### src/rtl/mem_xfer_ctrl.sv
// Buffer load/save sequencer: moves a programmed number of words between external
// memory and the on-chip buffer, one request/acknowledge transaction per word.
module mem_xfer_ctrl #(
   parameter int unsigned DATA_W = 16,
   parameter int unsigned EXT_AW = 32,
   parameter int unsigned BUF_AW = 16,
   parameter int unsigned CNT_W  = 32
) (
   input  logic              clk,
   input  logic              rst_n,
   input  logic              load_start,
   input  logic              save_start,
   input  logic              abrupt_end,
   input  logic [EXT_AW-1:0] load_ext_addr,
   input  logic [CNT_W-1:0]  load_words,
   input  logic [BUF_AW-1:0] load_buf_addr,
   input  logic [EXT_AW-1:0] save_ext_addr,
   input  logic [CNT_W-1:0]  save_words,
   input  logic [BUF_AW-1:0] save_buf_addr,
   output logic              mem_req,
   output logic              mem_we,
   output logic [EXT_AW-1:0] mem_addr,
   output logic [DATA_W-1:0] mem_wdata,
   input  logic              mem_ack,
   input  logic [DATA_W-1:0] mem_rdata,
   output logic              buf_wr_en,
   output logic              buf_rd_en,
   output logic [BUF_AW-1:0] buf_addr,
   output logic [DATA_W-1:0] buf_wdata,
   input  logic [DATA_W-1:0] buf_rdata,
   output logic              busy,
   output logic              buffer_loaded,
   output logic              buffer_saved,
   output logic [15:0]       status
);

   typedef enum logic [2:0] {
      IDLE   = 3'd0,
      LD_REQ = 3'd1,
      LD_WR  = 3'd2,
      SV_RD  = 3'd3,
      SV_CAP = 3'd4,
      SV_REQ = 3'd5,
      DONE   = 3'd6
   } state_e;

   state_e            state_q, state_d;
   logic [EXT_AW-1:0] curExt_q, curExt_d;
   logic [CNT_W-1:0]  remaining_q, remaining_d;
   logic [BUF_AW-1:0] curBuf_q, curBuf_d;
   logic [DATA_W-1:0] data_q, data_d;
   logic              op_q, op_d;
   logic              aborted_q, aborted_d;
   logic              zeroLen_q, zeroLen_d;
   logic              loaded_q, loaded_d;
   logic              saved_q, saved_d;
   logic              advance;
   logic              lastWord;

   // State and datapath registers; everything clears on the asynchronous reset.
   always_ff @(posedge clk or negedge rst_n) begin
      if (!rst_n) begin
         state_q     <= IDLE;
         curExt_q    <= '0;
         remaining_q <= '0;
         curBuf_q    <= '0;
         data_q      <= '0;
         op_q        <= 1'b0;
         aborted_q   <= 1'b0;
         zeroLen_q   <= 1'b0;
         loaded_q    <= 1'b0;
         saved_q     <= 1'b0;
      end else begin
         state_q     <= state_d;
         curExt_q    <= curExt_d;
         remaining_q <= remaining_d;
         curBuf_q    <= curBuf_d;
         data_q      <= data_d;
         op_q        <= op_d;
         aborted_q   <= aborted_d;
         zeroLen_q   <= zeroLen_d;
         loaded_q    <= loaded_d;
         saved_q     <= saved_d;
      end
   end

   assign lastWord = (remaining_q == CNT_W'(1));

   // Next-state and output decode; outputs depend only on the current state so
   // an abort withdraws the request and strobes on the following cycle.
   always_comb begin
      state_d     = state_q;
      curExt_d    = curExt_q;
      remaining_d = remaining_q;
      curBuf_d    = curBuf_q;
      data_d      = data_q;
      op_d        = op_q;
      aborted_d   = aborted_q;
      zeroLen_d   = zeroLen_q;
      loaded_d    = loaded_q;
      saved_d     = saved_q;
      advance     = 1'b0;
      mem_req     = 1'b0;
      mem_we      = 1'b0;
      mem_addr    = '0;
      mem_wdata   = '0;
      buf_wr_en   = 1'b0;
      buf_rd_en   = 1'b0;
      buf_addr    = '0;
      buf_wdata   = '0;

      case (state_q)
         IDLE: begin
            if (load_start) begin
               curExt_d    = load_ext_addr;
               remaining_d = load_words;
               curBuf_d    = load_buf_addr;
               loaded_d    = 1'b0;
               aborted_d   = 1'b0;
               op_d        = 1'b0;
               zeroLen_d   = (load_words == '0);
               state_d     = (load_words == '0) ? DONE : LD_REQ;
            end else if (save_start) begin
               curExt_d    = save_ext_addr;
               remaining_d = save_words;
               curBuf_d    = save_buf_addr;
               saved_d     = 1'b0;
               aborted_d   = 1'b0;
               op_d        = 1'b1;
               zeroLen_d   = (save_words == '0);
               state_d     = (save_words == '0) ? DONE : SV_RD;
            end
         end

         LD_REQ: begin
            mem_req  = 1'b1;
            mem_addr = curExt_q;
            if (mem_ack) begin
               data_d  = mem_rdata;
               state_d = LD_WR;
            end
         end

         LD_WR: begin
            buf_wr_en = 1'b1;
            buf_addr  = curBuf_q;
            buf_wdata = data_q;
            advance   = 1'b1;
            state_d   = lastWord ? DONE : LD_REQ;
         end

         SV_RD: begin
            buf_rd_en = 1'b1;
            buf_addr  = curBuf_q;
            state_d   = SV_CAP;
         end

         SV_CAP: begin
            data_d  = buf_rdata;
            state_d = SV_REQ;
         end

         SV_REQ: begin
            mem_req   = 1'b1;
            mem_we    = 1'b1;
            mem_addr  = curExt_q;
            mem_wdata = data_q;
            if (mem_ack) begin
               advance = 1'b1;
               state_d = lastWord ? DONE : SV_RD;
            end
         end

         DONE: begin
            if (op_q) saved_d = 1'b1;
            else      loaded_d = 1'b1;
            state_d = IDLE;
         end

         default: state_d = IDLE;
      endcase

      // Abort beats any acknowledge or completion seen in the same cycle.
      if (abrupt_end && (state_q != IDLE)) begin
         state_d   = IDLE;
         aborted_d = 1'b1;
         advance   = 1'b0;
         data_d    = data_q;
         loaded_d  = loaded_q;
         saved_d   = saved_q;
      end

      if (advance) begin
         curExt_d    = curExt_q + EXT_AW'(1);
         curBuf_d    = curBuf_q + BUF_AW'(1);
         remaining_d = remaining_q - CNT_W'(1);
      end
   end

   assign busy          = (state_q != IDLE);
   assign buffer_loaded = loaded_q;
   assign buffer_saved  = saved_q;
   assign status        = {busy, aborted_q, op_q, zeroLen_q, state_q, 9'h000};

endmodule

### config.mk
export PLATFORM = sky130hd
export DESIGN_NAME = mem_xfer_ctrl
export DESIGN_NICKNAME = d
export VERILOG_FILES = /design/src/rtl/mem_xfer_ctrl.sv
export SDC_FILE = /design/constraint.sdc
export NUM_CORES = 1
export LEC_CHECK = 0
export ABC_CLOCK_PERIOD_IN_PS = 2500
export CORE_MARGIN = 2
export CORE_UTILIZATION = 40
export DETAILED_ROUTE_END_ITERATION = 12
export GPL_ROUTABILITY_DRIVEN = 0
export PLACE_DENSITY = 0.88
export SLEW_MARGIN = 10
export SYNTH_ARGS = -nofsm -noshare
export SYNTH_HDL_FRONTEND = slang
export SYNTH_SLANG_ARGS = --single-unit
export TNS_END_PERCENT = 30
### constraint.sdc
create_clock -name clk -period 2.5 [get_ports clk]
set_clock_uncertainty 0.05 [all_clocks]
set_input_delay 0.5 -clock clk [delete_from_list [all_inputs] [get_ports clk]]
set_output_delay 0.5 -clock clk [all_outputs]
set_load 0.005 [all_outputs]
==> results of run 1 <==
## per-layer routing
layer | vias up | wire length [µm]
met5 | - | 0
met4 | 0 | 720
met3 | 69 | 2078
met2 | 387 | 13280
met1 | 3873 | 10840
li1 | 3803 | -
## per-stage QoR
| stage | std cells | worst slack, ns | setup TNS, ns | hold WS (ns) |
|---|---|---|---|---|
| after floorplan | 846 | 0.06505 | 0 | 0.1544 |
| after global placement | 1351 | -0.06006 | -0.08116 | 0.4123 |
| after detailed placement | 1351 | -0.1178 | -0.3906 | 0.4206 |
| after CTS | 1375 | -0.1028 | -3.264 | 0.08615 |
| after global routing | 1379 | -0.09574 | -2.053 | 0.1080 |
| final | 1379 | -0.008807 | -0.05014 | 0.07963 |
## what timing repair did
| action | 4_1_cts | 5_1_grt |
|---|---|---|
| hold buffers | 0 | 0 |
| setup endpoints to repair | 83 | 60 |
| gates resized for setup | 40 | 26 |
| pin swaps | 1 | 1 |
| gates cloned | 3 | 1 |
| setup buffers | 5 | 4 |
## kinds of logic (layout without fill, tap and decap cells)
family | count (synthesis) | count (layout) | synth area share [%]
and+or+nand+nor | 354 | 354 | 27.36
adders and majority gates | 4 | 4 | 0.6819
DFF | 104 | 104 | 35.46
AOI/OAI and AO/OA | 223 | 223 | 21.91
muxes | 68 | 68 | 9.410
other | 1 | 9 | 0.05109
buffers and inverters | 82 | 386 | 4.893
xor gates and xnor gates | 2 | 2 | 0.2387
## flip-flops by register name, indices dropped and copies added (netlist names)
register,cells
aborted_q,1
buffer_loaded,1
buffer_saved,1
curBuf_q,16
curExt_q,32
data_q,16
op_q,1
remaining_q,32
state_q,3
zeroLen_q,1
## power groups by stage
| stage | Combinational, mW | Clock, mW | Sequential [mW] |
|---|---|---|---|
| after global placement | 5.27 | 0 | 3.32 |
| after detailed placement | 5.42 | 0 | 3.38 |
| after CTS | 5.69 | 1.44 | 3.36 |
| final | 5.79 | 1.42 | 3.40 |
| after global routing | 6.26 | 1.50 | 3.52 |
| after floorplan | 3.00 | 0 | 3.13 |
## cells in the final DEF (no fill, tap or decap), types with 31 or more instances in the layout
master	instances
and3_1	31
nor2_1	56
buf_4	55
nand2_1	41
a211oi_1	71
nor2b_1	34
a21oi_1	44
clkdlybuf4s50_1	245
and2_1	71
dfrtp_1	104
mux2i_1	60
## worst paths after layout
path | to | slack (ns) | depth (start not counted) | from
worst min-delay path | buffer_saved | 0.08 | 1 | rst_n
worst max register to register | curExt_q[18] | 0.10 | 8 | state_q[2]
min in group clk | remaining_q[15] | 0.45 | 1 | remaining_q[15]
worst min register to register | remaining_q[15] | 0.45 | 1 | remaining_q[15]
worst max-delay path | mem_wdata[0] | -0.009 | 6 | state_q[1]
max in group asynchronous | curBuf_q[6] | 1.65 | 2 | rst_n
## critical path: stages (launching register included)
cell and delay, ns:
dfrtp_1 0.38, buf_4 0.15, nor2b_4 0.14, buf_4 0.15
buf_16 0.13, and3_1 0.16, clkdlybuf4s50_1 0.50
## layout make-up
type	count	area, µm²	share of cell area [%]
clock buffer	12	236.5	2.083
clock inverter	4	45.04	0.3968
inverter	9	36.28	0.3197
multi-input combinational	660	4486	39.52
sequential	104	2603	22.93
tap	229	286.5	2.524
timing repair buffer	361	3659	32.23
==> impl_results.md, run 1 <==
- Clock Pin Slew Worst Setup and Hold Paths: 0.07 ns
- Period utilization: 100.4%
- Vias in the first global route: between 8000 and 9000
- Total power: 10.60 mW
- Synth warnings: 0
- Comb power frac: 54.6%
- WL/cell: a little under 20 µm
- Cell taking the most area after synthesis: dfrtp_1
- Clk sinks: about 100
- P per Cell Area: 933.5 nW/µm²
- Met1 Resource Use GR: 32.68%
- DR pass1 iterations: 5
- Nets: 1347
- Post-synth EDFFs: 0
- Fin crit period: 2.509 ns
- Syn Inst Count: 838
- Slew Limit Fails: 0
- Post-route ant nets: 0
- Die X: 139.5 µm
- Final WS setup: -0.008807 ns
- Synth cell types: 66
- Core Region: 17960 µm²
- # setup viols final: 10
- Min-Delay Path Class: in2async
- Seq/Total Area, Yosys: approximately 35%
- H-tree levels: 3
- Max Clk Rate: 398.6 MHz
- Post-DP HPWL: about 20 mm
- GR Util met3: under 10%
- Critical path data required time: 1.95 ns
- Die height: 139.5 µm
- Most frequent cell after synthesis: dfrtp_1
- GR met2 Demand/Resource: 45.59%
- Mapped Area: 7340 µm²
- I/O Buffers: about 290
- Remaining Overflow, GRT: 0
- Synth top area share: 35.46%
- Worst-Margin Slew: about 0.59 ns
- # IOs: 301
- Initial antenna violation count: 0
- Synthesized area per cell: roughly 8.8 µm²
- Largest net degree at the start of global routing: 60
- Worst VDD drop: between 0.0004 and 0.0005 V
- Skew-Pair Late Insertion Delay: 0.35 ns
- Async SR Flop Fraction: 100.0%
- Total track usage: 26.50%
- Reg power frac: 32.0%
- Top Usage Layer GRT: met2
- Max clock buf depth: 2
- Root buffer cell: clkbuf_16
- Critical path class: reg2out
- DR vias: 8132
- Area after DPL: 10830 µm²
- Synth top area cells: dfrtp_1 35%, mux2i_1 8.2%, a211oi_1 7.3%
- Worst slew margin: 60.11%
- LEAKAGE: 4.742 nW
- Fin area: 11350 µm²
- Cell Rows: 49
- Filler cells: 1495
- Share of cells above drive strength 1: between 10% and 20%
- Initial Utilization: 40.86%
- CTS tree: yes
- Failing checks: negative setup slack
- Final wirelength: 26.92 mm
- Drt initial violations: 749
- Clock Power Share: 13.4%
- Global-route wire length before repair: between 40 and 50 mm
- Final hold vios: 0
- Drc violations: 0
- Switching share of total power: 40.10%
- Diode count: 0
- Startpoint types: flop
- Layout area overhead: 54.65%
- CTS Buf Count: 9
- RSZ-0062 raised after global routing: yes
- FF+latch count, synth: 104
- Internal power: 6.347 mW
- Post-layout util: 63.19%
- Top FF cell, synth: dfrtp_1
- Crit end category: output pin
- Max cap viols: 0
- Worst Path Arrival: 1.96 ns
- Die area: 19450 µm²
- Status: complete, but fails checks
- Vias per cell: 5.897
- Commonest cells post-synth: 104 x dfrtp_1, 71 x a211oi_1, 71 x and2_1
- Net Sw Power: 4.250 mW
- Crit-path max FO: 12
Note: power is estimated with default switching activity, not from simulation.
==> inputs of run 2 (changes only) <==
--- a/config.mk
+++ b/config.mk
@@ -6,6 +6,8 @@
 export NUM_CORES = 1
 export LEC_CHECK = 0
 export ABC_CLOCK_PERIOD_IN_PS = 2500
+export CAP_MARGIN = 30
+export CORE_ASPECT_RATIO = 1.5
 export CORE_MARGIN = 2
 export CORE_UTILIZATION = 40
 export DETAILED_ROUTE_END_ITERATION = 12
==> run 2 against run 1 <==
The flow now finishes without violations. Worst hold slack improved by 0.029 ns. Routed wire length down 6.4%. Critical path depth unchanged. First-iteration DRC count down 48%. Via count shrank 2.0%. Largest cell class unchanged. Worst setup slack improved by 0.013 ns. Count of clock-buffer cells in the layout decreased by 1. Global-route usage fell by 1.2 points. Clock power about the same. Utilization down 0.78 points. Critical path type unchanged.
==> impl_results.md, run 2 (synthesis results as in run 1) <==
- Worst VDD drop: 0.0007137 V (+60%)
- Skew-Pair Late Insertion Delay: 0.34 ns (about the same)
- Worst-Margin Slew: 0.6240 ns (+0.03107 ns)
- P per Cell Area: 916.4 nW/µm² (-1.8%)
- Final WS setup: 0.003803 ns (+0.01261 ns)
- Most common cell after layout, fill and taps aside: clkdlybuf4s50_1
- Final hold vios: 0 (unchanged)
- Post-DP HPWL: 19.33 mm (-4.0%)
- Nets: 1346 (-0.074%)
- DP Cell Count: 1341 (-0.74%)
- Commonest non-fill, non-tap cells in the layout: 222 x clkdlybuf4s50_1, 104 x dfrtp_1, 71 x a211oi_1, 69 x and2_1, 60 x mux2i_1
- Crit-path max FO: 8 (-4)
- Worst slew margin: 58.40% (-1.7 points)
- Diode count: 0 (unchanged)
- Drt initial violations: 392 (-48%)
- Met1 Resource Use GR: 29.20% (-3.5 points)
- Fin cells: 1365 (-1.0%)
- Share of cells above drive strength 1: 9.843% (-0.33 points)
- Post-route ant nets: 0 (unchanged)
- Max cap viols: 0 (unchanged)
- Drc violations: 0 (unchanged)
- Die X: 114.6 µm (-18%)
- Die height: 169.9 µm (+22%)
- GR Util met3: 3.383% (-2.6 points)
- Worst hold margin: 0.1088 ns (+0.02917 ns)
- Final wirelength: 25.19 mm (-6.4%)
- Cell Rows: 60 (+22%)
- Clk sinks: 104 (unchanged)
- H-tree levels: 3 (unchanged)
- Clock Pin Slew Worst Setup and Hold Paths: 0.07 ns (about the same)
- DR pass1 iterations: 7 (+2)
- R2R Path End: state_q[2]
- Die area: 19470 µm² (+0.12%)
- Critical path data required time: 1.95 ns (about the same)
- Period utilization: 99.85% (-0.50 points)
- Reg2reg setup slack: 0.08 ns (-0.02 ns)
- Startpoint types: flop
- Worst Path Arrival: 1.95 ns (about the same)
- Root buffer cell: clkbuf_16
- Fin crit period: 2.496 ns (-0.01261 ns)
- Max clock buf depth: 2 (unchanged)
- # IOs: 301 (unchanged)
- Vias per cell: 5.840 (-0.97%)
- Initial Utilization: 40.91% (+0.048 points)
- Status: completed
- GR met2 Demand/Resource: 47.05% (+1.5 points)
- Initial antenna violation count: 0 (unchanged)
- Hold-fix buffers at CTS: 0 (unchanged)
- Largest net degree at the start of global routing: 67 (+12%)
- LEAKAGE: 4.738 nW (about the same)
- FF-to-FF path depth: 6 (-2)
- Post-layout util: 62.41% (-0.78 points)
- Total power: 10.26 mW (-3.2%)
- WL/cell: 18.46 µm (-5.5%)
- RSZ-0062 raised after global routing: yes
- DR vias: 7971 (-2.0%)
- Crit end category: output pin
- Core Region: 17940 µm² (-0.12%)
- Max Clk Rate: 400.6 MHz (+0.51%)
- Filler cells: 1514 (+1.3%)
- Min-Delay Path Class: in2async
- Top Usage Layer GRT: met2
- Total track usage: 25.26% (-1.2 points)
- Dpl ws: -0.06995 ns (+0.04786 ns)
- CTS Buf Count: 9 (unchanged)
- Layout area overhead: 52.57%
- Vias in the first global route: 7931 (-1.6%)
- Remaining Overflow, GRT: 0 (unchanged)
- # setup viols final: 0 (-10)
- Worst R2R Start: remaining_q[19]
- Critical path class: reg2out
- Largest regs: curExt_q x32, remaining_q x32
- I/O Buffers: 291 (unchanged)
- Slew Limit Fails: 0 (unchanged)
- Global-route wire length before repair: 39.50 mm (-5.6%)
- CTS tree: yes
## run 2: per-stage QoR
step	TNS, ns	area [µm²]
finish	0	11200
global route	-0.1572	11200
CTS	-0.6516	11130
detailed placement	-0.1697	10830
global placement	-0.009246	10830
floorplan	0	7370
## run 2: repair_timing
action,CTS,global route
gates cloned,1,0
endpoints found under the setup margin,83,27
resized for setup,66,12
setup buffers,4,4
## run 2: routing by layer
metal | part of all wire (%) | vias up
li1 | - | 3798
met2 | 53 | 330
met4 | 2.8 | 0
met1 | 38 | 3797
met5 | 0 | -
met3 | 5.9 | 46
## run 2: layout make-up
cell class              count  area, µm²  area share [%]
inverters                   9      36.28          0.3240
clock inverters             4      55.05          0.4916
multi-input cells         660       4468           39.90
repair buffers            360       3532           31.54
clock buffers              11      232.7           2.078
flip-flops and latches    104       2603           23.24
well taps                 217      271.5           2.425
## run 2: worst max-delay path, cell delays in order, from the launching register on
cell and delay, ns:
dfrtp_1 0.39, buf_4 0.14, buf_4 0.15, nor3_1 0.18
buf_4 0.17, inv_1 0.11, clkdlybuf4s50_1 0.47
## run 2: worst max path at each step
| stage | startpoint | endpoint | slack [ns] | cells past startpoint |
|---|---|---|---|---|
| 2_1_floorplan | remaining_q[16] | remaining_q[26] | 0.07 | 6 |
| 3_3_place_gp | mem_ack | curExt_q[25] | -0.009 | 7 |
| 3_5_place_dp | mem_ack | curExt_q[31] | -0.07 | 6 |
| 4_1_cts | state_q[1] | mem_addr[17] | -0.07 | 6 |
| 5_1_grt | state_q[0] | status[15] | -0.08 | 6 |
| 6_report | state_q[0] | busy | 0.004 | 6 |
## run 2: report_power, final
part	internal (mW)	total [mW]	switching, mW
clock network	0.779	1.41	0.629
logic	2.84	5.46	2.62
registers	2.52	3.40	0.876
total	6.14	10.3	4.12
==> inputs of run 3 (changes only) <==
--- a/config.mk
+++ b/config.mk
@@ -12,7 +12,7 @@
 export CORE_UTILIZATION = 40
 export DETAILED_ROUTE_END_ITERATION = 12
 export GPL_ROUTABILITY_DRIVEN = 0
-export PLACE_DENSITY = 0.88
+export PLACE_DENSITY = 0.79
 export SLEW_MARGIN = 10
 export SYNTH_ARGS = -nofsm -noshare
 export SYNTH_HDL_FRONTEND = slang
==> run 3 against run 2 <==
Design area is essentially flat. Die area is the same. Routed wire length grew 0.58%. Combinational power shrank 0.9%. Count of clock-buffer cells in the layout shrank 2. Global-route usage shrank 0.11 points. Critical path depth shrank 1. Non-clock buffer count shrank 7. Fmax grew 1.5%. Sequential share of layout area is essentially flat. Sequential power is essentially flat.
==> impl_results.md, run 3 (synthesis results as in run 1) <==
- Reg2reg setup slack: 0.10 ns (+0.02 ns)
- Crit-path slowest cell: clkdlybuf4s50_1
- Initial antenna violation count: 0 (unchanged)
- Final hold vios: 0 (unchanged)
- Min-Delay Path Class: in2async
- CP max stage delay: 0.52 ns (+0.05 ns)
- Comb power frac: 52.5% (-0.7 points)
- Vias per cell: 5.789 (-0.86%)
- Met2 routed WL: 13.53 mm (+1.6%)
- Nets: 1339 (-0.52%)
- Filler cells: 1547 (+2.2%)
- Remaining Overflow, GRT: 0 (unchanged)
- Root buffer cell: clkbuf_16
- # IOs: 301 (unchanged)
- Max Clk Rate: 406.7 MHz (+1.5%)
- Worst VDD drop: 0.0005526 V (-23%)
- Final wirelength: 25.34 mm (+0.58%)
- Clk sinks: 104 (unchanged)
- Worst-Margin Slew: 0.5465 ns (-0.07747 ns)
- Worst Path Arrival: 1.91 ns (-0.04 ns)
- DR pass1 iterations: 5 (-2)
- Drc violations: 0 (unchanged)
- Skew-Pair Late Insertion Delay: 0.35 ns (about the same)
- CP delay by family, top: buffers and inverters
- I/O Buffers: 291 (unchanged)
- R2R Path End: remaining_q[26]
- Fin cells: 1357 (-0.59%)
- Switching share of total power: 40.06% (-0.13 points)
- WL/cell: 18.67 µm (+1.2%)
- CTS tree: yes
- DR vias: 7856 (-1.4%)
- Post-route ant nets: 0 (unchanged)
- Net Sw Power: 4.129 mW (+0.12%)
- H-tree levels: 3 (unchanged)
- Diode count: 0 (unchanged)
- Area after DPL: 10810 µm² (-0.12%)
- CTS Buf Count: 9 (unchanged)
- Slew Limit Fails: 0 (unchanged)
- Crit end category: output pin
- Vias in the first global route: 7670 (-3.3%)
- Post-DP HPWL: 19.39 mm (+0.33%)
- FF-to-FF path depth: 5 (-1)
- Internal power: 6.177 mW (+0.65%)
- Initial Utilization: 40.91% (unchanged)
- Core Region: 17940 µm² (unchanged)
- Clock Power Share: 14.7% (+1.0 points)
- Global-route wire length before repair: 39.07 mm (-1.1%)
- Critical path data required time: 1.95 ns (about the same)
- Startpoint types: flop
- Max clock buf depth: 2 (unchanged)
- CP Buf/Inv Count: 4 (-1)
- Fin crit period: 2.459 ns (-0.03762 ns)
- Register area: 2603 µm² (unchanged)
- Most common cell after layout, fill and taps aside: clkdlybuf4s50_1
- Share of cells above drive strength 1: 9.298% (-0.54 points)
- Die X: 114.6 µm (unchanged)
- Reg power frac: 32.8% (-0.3 points)
- Layout area overhead: 52.47% (about the same)
- RSZ-0062 raised after global routing: yes
- Largest net degree at the start of global routing: 57 (-15%)
- Die area: 19470 µm² (unchanged)
- Total power: 10.31 mW (+0.43%)
- Multi-input gate area: 4459 µm² (-0.20%)
- Die height: 169.9 µm (unchanged)
- # setup viols final: 0 (unchanged)
- WL met1: 9.482 mm (-1.9%)
- Crit path cell chain: buf_6 > nor2b_4 > buf_12 > buf_12 > clkdlybuf4s50_1
- Commonest non-fill, non-tap cells in the layout: 218 x clkdlybuf4s50_1, 104 x dfrtp_1, 71 x a211oi_1, 70 x and2_1, 60 x mux2i_1
- Max cap viols: 0 (unchanged)
- Clock Pin Slew Worst Setup and Hold Paths: 0.08 ns (about the same)
- DP Cell Count: 1338 (-0.22%)
- Worst R2R Start: remaining_q[18]
- Worst slew margin: 63.23% (+4.8 points)
- Hold-fix buffers at CTS: 0 (unchanged)
- Largest regs: curExt_q x32, remaining_q x32
- Crit-path max FO: 33 (+25)
- Status: completed
- Worst hold margin: 0.06369 ns (-0.04512 ns)
- Critical path's most frequent cell: buf_12
- DR top layer: met4
- Cell Rows: 60 (unchanged)
- Period utilization: 98.34% (-1.5 points)
- Metal3 WL: 1.554 mm (+3.7%)
- P per Cell Area: 921.0 nW/µm² (+0.50%)
- Drt initial violations: 422 (+7.7%)
- Critical path class: reg2out
- Fin area: 11190 µm² (about the same)
- LEAKAGE: 4.856 nW (+2.5%)
- Total track usage: 25.14% (-0.11 points)
- Post-layout util: 62.37% (about the same)
[run 3: cell types whose count changed in the layout (fill, tap and decap cells not counted), sizes merged]
| cell | previous run | this run |
|---|---|---|
| dlymetal6s2s | 10 | 20 |
| buf | 71 | 64 |
| dlygate4sd2 | 57 | 50 |
| clkdlybuf4s50 | 222 | 218 |
| clkbuf | 11 | 9 |
| bufinv | 1 | 2 |
| clkdlybuf4s15 | 0 | 1 |
| clkinv | 1 | 2 |
| clkinvlp | 1 | 0 |
[run 3: metal layers]
metal	up-vias	track usage, %
met3	46	4.558
met5	-	0
met2	286	46.26
met4	0	9.756
met1	3748	28.34
li1	3776	-
[run 3: metrics by stage]
step / worst slack (ns) / TNS, ns
2_1_floorplan: 0.06505 / 0
3_3_place_gp: -0.02522 / -0.05607
3_5_place_dp: -0.06367 / -0.1599
4_1_cts: -0.02594 / -0.03096
5_1_grt: -0.03218 / -0.1578
6_report: 0.04142 / 0
[run 3: area by class of cell]
type	instances	share of cell area, %
clock buffers	9	2.013
clock inverters	5	0.7379
inverters	9	0.3242
multi-input cells	660	39.85
flip-flops and latches	104	23.26
well taps	217	2.426
repair buffers	353	31.40
[run 3: power groups by stage]
stage                     Clock (mW)  Sequential [mW]  Combinational, mW
final                           1.52             3.38               5.41
after global routing            1.61             3.51               5.91
after CTS                       1.53             3.35               5.43
after detailed placement           0             3.36               5.51
after global placement             0             3.33               5.37
after floorplan                    0             3.13               3.00
[run 3: worst reg2reg max path, delay by kind of cell (launching register included)]
family          cells  cell delay [ns]
simple gates        3             1.40
compound gates      2             0.42
flops               1             0.41
[run 3: how the worst max path moves through the flow]
stage / from / end / slack [ns] / depth (start not counted)
floorplan: remaining_q[16] / remaining_q[26] / 0.07 / 6
finish: state_q[0] / mem_req / 0.04 / 5
global placement: mem_ack / curExt_q[31] / -0.03 / 6
CTS: state_q[1] / mem_addr[11] / -0.03 / 5
detailed placement: mem_ack / curExt_q[31] / -0.06 / 6
global route: state_q[1] / mem_req / -0.03 / 5
[run 3: repair_timing]
action,in CTS,in global routing
pin swaps,2,0
buffers inserted,3,2
resized for setup,58,24
setup endpoints to repair,79,34
